`config.mk`:
```
export PLATFORM = sky130hd
export DESIGN_NAME = alu_seq_flat
export DESIGN_NICKNAME = d
export VERILOG_FILES = /design/src/rtl/alu_pkg.sv /design/src/rtl/alu_seq_if.sv /design/src/rtl/alu_seq_mul.sv /design/src/rtl/alu_seq.sv /design/src/flat_wrapper.sv
export SDC_FILE = /design/constraint.sdc
export NUM_CORES = 1
export LEC_CHECK = 0
export ABC_AREA = 1
export ABC_CLOCK_PERIOD_IN_PS = 3160
export CORE_MARGIN = 3
export CORE_UTILIZATION = 55
export DETAILED_ROUTE_END_ITERATION = 6
export MAX_ROUTING_LAYER = met4
export PLACE_DENSITY_LB_ADDON = 0.05
export SLEW_MARGIN = 5
export SYNTH_ARGS = -nofsm -noshare
export SYNTH_HDL_FRONTEND = slang
export SYNTH_SLANG_ARGS = --single-unit
```
`constraint.sdc`:
```
create_clock -name clk -period 3.16 [get_ports clk]
set_input_delay 0.474 -clock clk [delete_from_list [all_inputs] [get_ports clk]]
set_output_delay 0.474 -clock clk [all_outputs]
set_load 0.05 [all_outputs]
```
`src/rtl/alu_pkg.sv`:
```
// Shared types for the sequential ALU: opcodes, flag bit positions and FSM states.
package alu_pkg;

    typedef enum logic [2:0] {
        OP_SUB = 3'b000,
        OP_ADD = 3'b001,
        OP_OR  = 3'b010,
        OP_AND = 3'b011,
        OP_XOR = 3'b100,
        OP_SHL = 3'b101,
        OP_SHR = 3'b110,
        OP_MUL = 3'b111
    } alu_op_e;

    localparam int FLAG_N = 4;
    localparam int FLAG_Z = 3;
    localparam int FLAG_C = 2;
    localparam int FLAG_V = 1;
    localparam int FLAG_P = 0;

    typedef enum logic [1:0] {
        IDLE = 2'd0,
        BUSY = 2'd1,
        DONE = 2'd2
    } alu_state_e;

endpackage

```
`src/rtl/alu_seq_if.sv`:
```
// Operand/result handshake bundle between the operand source and the ALU.
interface alu_seq_if #(parameter int M = 8);

    logic         in_valid;
    logic         in_ready;
    logic [M-1:0] A;
    logic [M-1:0] B;
    logic [2:0]   OpCode;
    logic         out_valid;
    logic         out_ready;
    logic [M-1:0] Result;
    logic [4:0]   Flags;

    modport master (
        output in_valid, A, B, OpCode, out_ready,
        input  in_ready, out_valid, Result, Flags
    );

    modport slave (
        input  in_valid, A, B, OpCode, out_ready,
        output in_ready, out_valid, Result, Flags
    );

endinterface

```
`src/rtl/alu_seq_mul.sv`:
```
// M-step shift-add unsigned multiplier; prod is valid combinationally when done=1.
module alu_seq_mul #(parameter int M = 8) (
    input  logic           clk,
    input  logic           rst_n,
    input  logic           start,
    input  logic [M-1:0]   a,
    input  logic [M-1:0]   b,
    output logic           done,
    output logic [2*M-1:0] prod
);
    localparam int CW = $clog2(M);

    logic           busy_q, busy_d;
    logic [CW-1:0]  cnt_q, cnt_d;
    logic [2*M-1:0] acc_q, acc_d, mcand_q, mcand_d, acc_step;
    logic [M-1:0]   mplier_q, mplier_d;

    assign acc_step = acc_q + (mplier_q[0] ? mcand_q : '0);

    always_comb begin
        busy_d   = busy_q;
        cnt_d    = cnt_q;
        acc_d    = acc_q;
        mcand_d  = mcand_q;
        mplier_d = mplier_q;
        if (start) begin
            busy_d   = 1'b1;
            cnt_d    = '0;
            acc_d    = '0;
            mcand_d  = {{M{1'b0}}, a};
            mplier_d = b;
        end else if (busy_q) begin
            acc_d    = acc_step;
            mcand_d  = mcand_q << 1;
            mplier_d = mplier_q >> 1;
            cnt_d    = cnt_q + CW'(1);
            if (cnt_q == CW'(M-1)) busy_d = 1'b0;
        end
    end

    always_ff @(posedge clk) begin
        if (!rst_n) begin
            busy_q   <= 1'b0;
            cnt_q    <= '0;
            acc_q    <= '0;
            mcand_q  <= '0;
            mplier_q <= '0;
        end else begin
            busy_q   <= busy_d;
            cnt_q    <= cnt_d;
            acc_q    <= acc_d;
            mcand_q  <= mcand_d;
            mplier_q <= mplier_d;
        end
    end

    // The last step's sum is handed out directly so the top can register it on the same edge.
    assign done = busy_q && (cnt_q == CW'(M-1));
    assign prod = acc_step;

endmodule

```
`src/rtl/alu_seq.sv`:
```
// Registered, handshaked 8-op ALU. MUL is built only when ALU_SEQ_MUL_EN is defined;
// otherwise opcode 111 completes in one cycle with a zero result.
module alu_seq #(parameter int M = 8) (
    input  logic     clk,
    input  logic     rst_n,
    alu_seq_if.slave bus
);
    import alu_pkg::*;

    localparam int SW = $clog2(M);

    alu_state_e   state_q, state_d;
    logic [M-1:0] result_q, result_d;
    logic [4:0]   flags_q, flags_d;

    alu_op_e      op;
    logic [SW-1:0] amt;
    logic [M:0]   sum_w, diff_w, shl_w, shr_w;
    logic [M-1:0] alu_res;
    logic         alu_c, alu_v;

    function automatic logic [4:0] mk_flags(input logic [M-1:0] r, input logic c, input logic v);
        logic [4:0] f;
        f[FLAG_N] = r[M-1];
        f[FLAG_Z] = (r == '0);
        f[FLAG_C] = c;
        f[FLAG_V] = v;
        f[FLAG_P] = ^r;
        return f;
    endfunction

    assign op     = alu_op_e'(bus.OpCode);
    assign amt    = bus.B[SW-1:0];
    assign sum_w  = {1'b0, bus.A} + {1'b0, bus.B};
    assign diff_w = {1'b0, bus.A} - {1'b0, bus.B};
    // One spare bit on the far side of each shift captures the last bit shifted out.
    assign shl_w  = {1'b0, bus.A} << amt;
    assign shr_w  = {bus.A, 1'b0} >> amt;

    always_comb begin
        alu_res = '0;
        alu_c   = 1'b0;
        alu_v   = 1'b0;
        case (op)
            OP_SUB: begin
                alu_res = diff_w[M-1:0];
                alu_c   = diff_w[M];
                alu_v   = (bus.A[M-1] ^ bus.B[M-1]) & (diff_w[M-1] ^ bus.A[M-1]);
            end
            OP_ADD: begin
                alu_res = sum_w[M-1:0];
                alu_c   = sum_w[M];
                alu_v   = ~(bus.A[M-1] ^ bus.B[M-1]) & (sum_w[M-1] ^ bus.A[M-1]);
            end
            OP_OR:  alu_res = bus.A | bus.B;
            OP_AND: alu_res = bus.A & bus.B;
            OP_XOR: alu_res = bus.A ^ bus.B;
            OP_SHL: begin
                alu_res = shl_w[M-1:0];
                alu_c   = shl_w[M];
            end
            OP_SHR: begin
                alu_res = shr_w[M:1];
                alu_c   = shr_w[0];
            end
            default: ;
        endcase
    end

`ifdef ALU_SEQ_MUL_EN
    logic           mul_start, mul_done, mul_hi_nz;
    logic [2*M-1:0] mul_prod;

    alu_seq_mul #(.M(M)) u_mul (
        .clk   (clk),
        .rst_n (rst_n),
        .start (mul_start),
        .a     (bus.A),
        .b     (bus.B),
        .done  (mul_done),
        .prod  (mul_prod)
    );

    assign mul_hi_nz = |mul_prod[2*M-1:M];
`endif

    always_comb begin
        state_d  = state_q;
        result_d = result_q;
        flags_d  = flags_q;
`ifdef ALU_SEQ_MUL_EN
        mul_start = 1'b0;
`endif
        case (state_q)
            IDLE: begin
                if (bus.in_valid) begin
`ifdef ALU_SEQ_MUL_EN
                    if (op == OP_MUL) begin
                        mul_start = 1'b1;
                        state_d   = BUSY;
                    end else begin
                        result_d = alu_res;
                        flags_d  = mk_flags(alu_res, alu_c, alu_v);
                        state_d  = DONE;
                    end
`else
                    result_d = alu_res;
                    flags_d  = mk_flags(alu_res, alu_c, alu_v);
                    state_d  = DONE;
`endif
                end
            end
`ifdef ALU_SEQ_MUL_EN
            BUSY: begin
                if (mul_done) begin
                    result_d = mul_prod[M-1:0];
                    flags_d  = mk_flags(mul_prod[M-1:0], mul_hi_nz, mul_hi_nz);
                    state_d  = DONE;
                end
            end
`endif
            DONE: begin
                if (bus.out_ready) state_d = IDLE;
            end
            default: state_d = IDLE;
        endcase
    end

    always_ff @(posedge clk) begin
        if (!rst_n) begin
            state_q  <= IDLE;
            result_q <= '0;
            flags_q  <= '0;
        end else begin
            state_q  <= state_d;
            result_q <= result_d;
            flags_q  <= flags_d;
        end
    end

    assign bus.in_ready  = (state_q == IDLE);
    assign bus.out_valid = (state_q == DONE);
    assign bus.Result    = result_q;
    assign bus.Flags     = flags_q;

endmodule

```
`src/flat_wrapper.sv`:
```
// flat-port wrapper written by rule: the top's interface ports become plain ports
module alu_seq_flat import alu_pkg::*;
#(parameter int M = 8)
  (clk, rst_n, bus_in_valid, bus_A, bus_B, bus_OpCode, bus_out_ready, bus_in_ready, bus_out_valid, bus_Result, bus_Flags);
  alu_seq_if #(.M(M)) bus_i ();
  input  logic clk;
  input  logic rst_n;
  input wire logic [$bits(bus_i.in_valid)-1:0] bus_in_valid;
  input wire logic [$bits(bus_i.A)-1:0] bus_A;
  input wire logic [$bits(bus_i.B)-1:0] bus_B;
  input wire logic [$bits(bus_i.OpCode)-1:0] bus_OpCode;
  input wire logic [$bits(bus_i.out_ready)-1:0] bus_out_ready;
  output wire logic [$bits(bus_i.in_ready)-1:0] bus_in_ready;
  output wire logic [$bits(bus_i.out_valid)-1:0] bus_out_valid;
  output wire logic [$bits(bus_i.Result)-1:0] bus_Result;
  output wire logic [$bits(bus_i.Flags)-1:0] bus_Flags;
  assign bus_i.in_valid = bus_in_valid;
  assign bus_i.A = bus_A;
  assign bus_i.B = bus_B;
  assign bus_i.OpCode = bus_OpCode;
  assign bus_i.out_ready = bus_out_ready;
  assign bus_in_ready = bus_i.in_ready;
  assign bus_out_valid = bus_i.out_valid;
  assign bus_Result = bus_i.Result;
  assign bus_Flags = bus_i.Flags;
  alu_seq #(.M(M)) u_core (.clk(clk), .rst_n(rst_n), .bus(bus_i));
endmodule
```
==> run summary <==
delay of the slowest critical-path stage - 0.49 ns
placed cells - 536
TritonCTS clock tree - built
Max Cap Violations - 0
worst reg2reg path depth - 5
Worst Setup Path Type - input pin to register
hold path depth - 2
Hold Crit Class - register to register
P_leak - 1.72 nW
cell with the most instances after synthesis - nand2_1
Critical Path, Cell by Cell - clkdlybuf4s50_1 -> inv_1 -> fa_2 -> nand3b_1 -> buf_4 -> nand3_1 -> nand3_1 -> o211ai_1 -> nor2_1 -> ha_1 -> xor2_1 -> nor2_1 -> nor2_1 -> nand2_1 -> o211ai_1 -> inv_1
max-slew violations - 0
CTS Root Cell - clkbuf_8
Final min period - 3.08 ns
Setup Viol. Count Final - 0
final wirelength - 7890 µm
Hold EP - u_core.bus.Flags[2]
switching power - 0.000405 W
final period utilization - 97.4%
Clock Latency Late Sink - 0.24 ns
DR iter-0 viols - 278
Mapped Cells - 429
grt ovf - 0
vias in the first global route - 2817
Hold Path Origin - u_core.bus.Flags[2]
Net Sw Frac - 44.8%
H-tree Lvls - 1
CTS Buffer Depth - 2
highest clock rate - 0.325 GHz
Mapped Avg Cell Area - 5.57 µm²
Vias/cell - 5.63
Yosys Warn Count - 0
antenna violations before repair - 0
Synth Cell Area - 2390 µm²
WL per Instance - 14.5 µm
Non-Filler Instances - 542
Startpoint Class - input pin
total power - 0.000902 W
maximum vdd drop - 0.151 mV
full die area - 5170 µm²
drt drc - 0
syn nets - 483
share of the synthesized area in the top cell type - 19.5%
CP max stage cell - clkdlybuf4s50_1
Pint - 0.000498 W
Final Wtd Congestion - 0.994
Req. time, crit path - 3.29 ns
Logic pwr share - 62.9%
crit path buf inv count - 4
Antenna Cells - 0
cell mode on critical path - nor2_1
TritonCTS Sinks - 13
largest net degree at the start of global routing - 21
pwr dens - 283 nW/µm²
Min Hold Slack - 0.483 ns
crit path max fanout - 3
Synth area leaders - nand2_1, ha_1, nand3_1
Post-synth EDFFs - 0
DP HPWL - 6210 µm
Core ar. - 4090 µm²
Setup crit start - bus_A[1]
final setup margin - 0.0826 ns
Placement Setup Slack - -0.239 ns
power share of the sequential group - 20.8%
ys async rst share - 0%
Synth Register Bits - 13
Reg2Reg Setup Slack - 1.77 ns
R2R Path Start - u_core.state_q[1]
antenna viol nets, final - 0
relative slew slack - 64.6%
Tot GR Track Use - 31.2%
floorplan row count - 23
layout cells sized above 1 - 13.8%
Synth Flop Type - dfxtp_1
first-pass GRT wire length - 12600 µm
status - finished clean
WP data arrival - 3.21 ns
crit path capture type - register
Die Y - 71.9 µm
Seq/Total Area, Yosys - 10.9%
Vias - 3054
most common library cells after synthesis - nand2_1, nand3_1, inv_1
clock buffer count from CTS - 3
Reg clk slew, reported paths - 0.05 ns
Final #Nets - 547
Layout area overhead - 33.3%
CP top delay family - buffers and inverters
first-pass iteration count of the detailed router - 6
Initial Utilization - 58.5%
die width - 71.9 µm
Top-Level Pins - 38
Worst-Margin Slew - 0.530 ns
worst reg2reg endpoint - u_core.bus.Result[5]
PortBufs - 37
Cell variety after synth - 31
final hold viol count - 0
Setup Skew - 0.00478 ns
area leader, netlist - nand2_1
Clock power frac - 16.4%
hold buffer count at cts - 0
## power groups by stage
stage	Sequential, W	Clock [W]	Combinational [W]
finish	0.000187	0.000148	0.000567
global route	0.000189	0.000159	0.000621
CTS	0.000187	0.000151	0.000523
detailed placement	0.000191	0	0.000519
global placement	0.000190	0	0.000506
floorplan	0.000243	0	0.000277
## layout make-up
cell class              count  area [µm²]
fillers                   345         903
inverters                  67         251
repair buffers             72         651
clock buffers               4        45.0
multi-input cells         336        1910
well taps                  50        62.6
flip-flops and latches     13         260
## metal layers
layer / global-route usage (%) / vias up / part of all wire, %
met4: 13.6 / 0 / 5.8
li1: - / 1502 / -
met3: 3.88 / 47 / 7.0
met5: - / - / 0
met2: 51.5 / 173 / 47
met1: 38.4 / 1332 / 40
## registers in the layout (all words and copies together), names as in the netlist
register and count:
u_core.bus.Flags 5, u_core.bus.Result 7, u_core.state_q 1
## logic make-up after synthesis
group / count (synthesis) / share of synthesized area, %
simple gates: 260 / 47.8
buf+inv: 80 / 13.3
compound gates: 42 / 10.0
fa+ha+maj: 31 / 16.9
flops: 13 / 10.9
xor+xnor: 3 / 1.10
## layout by cell type (no fill, tap or decap), types with 4 or more instances in the layout
| master | netlist | routed |
|---|---|---|
| a21oi_1 | 17 | 12 |
| nand4_1 | 5 | 5 |
| nor3_1 | 5 | 5 |
| nand2_1 | 124 | 119 |
| nor2_1 | 45 | 43 |
| and2_1 | 4 | 4 |
| clkdlybuf4s50_1 | 0 | 35 |
| a21oi_2 | 0 | 5 |
| inv_1 | 64 | 64 |
| nand3_1 | 65 | 64 |
| ha_1 | 29 | 24 |
| o21ai_0 | 10 | 10 |
| nand2_2 | 1 | 6 |
| o211ai_1 | 7 | 7 |
| buf_4 | 1 | 34 |
| dfxtp_1 | 13 | 13 |
| nand3b_1 | 5 | 5 |
## what timing repair did
action,in CTS,in global routing
gates resized for setup,1,25
pin swaps,0,5
endpoints found under the setup margin,1,1
gates cloned,0,0
setup buffers,0,2
endpoints found under the hold margin,0,0
## how the worst max path moves through the flow
stage	end	slack, ns	depth (start not counted)
4_1_cts	u_core.bus.Flags[0]	0.02	18
2_1_floorplan	u_core.bus.Flags[0]	0.35	19
5_1_grt	u_core.bus.Flags[0]	-0.03	16
3_3_place_gp	u_core.bus.Flags[0]	-0.1	19
6_report	u_core.bus.Flags[0]	0.08	16
3_5_place_dp	u_core.bus.Flags[0]	-0.24	19
## worst reg2reg max path: cells and delay by family (launching register included)
kind,cells,cell delay [ns]
AO/OA/AOI/OAI,1,0.19
AND/OR/NAND/NOR,2,0.31
buffers and inverters,2,0.52
flip-flops,1,0.31
## stage by stage
stage / instance area [µm²] / utilization [%] / setup TNS (ns)
6_report: 3180 / 77.9 / 0
4_1_cts: 3050 / 74.7 / 0
3_3_place_gp: 3000 / 73.5 / -0.0978
5_1_grt: 3180 / 77.9 / -0.0270
3_5_place_dp: 3000 / 73.5 / -0.239
2_1_floorplan: 2390 / - / 0
Note: power is estimated with default switching activity, not from simulation.
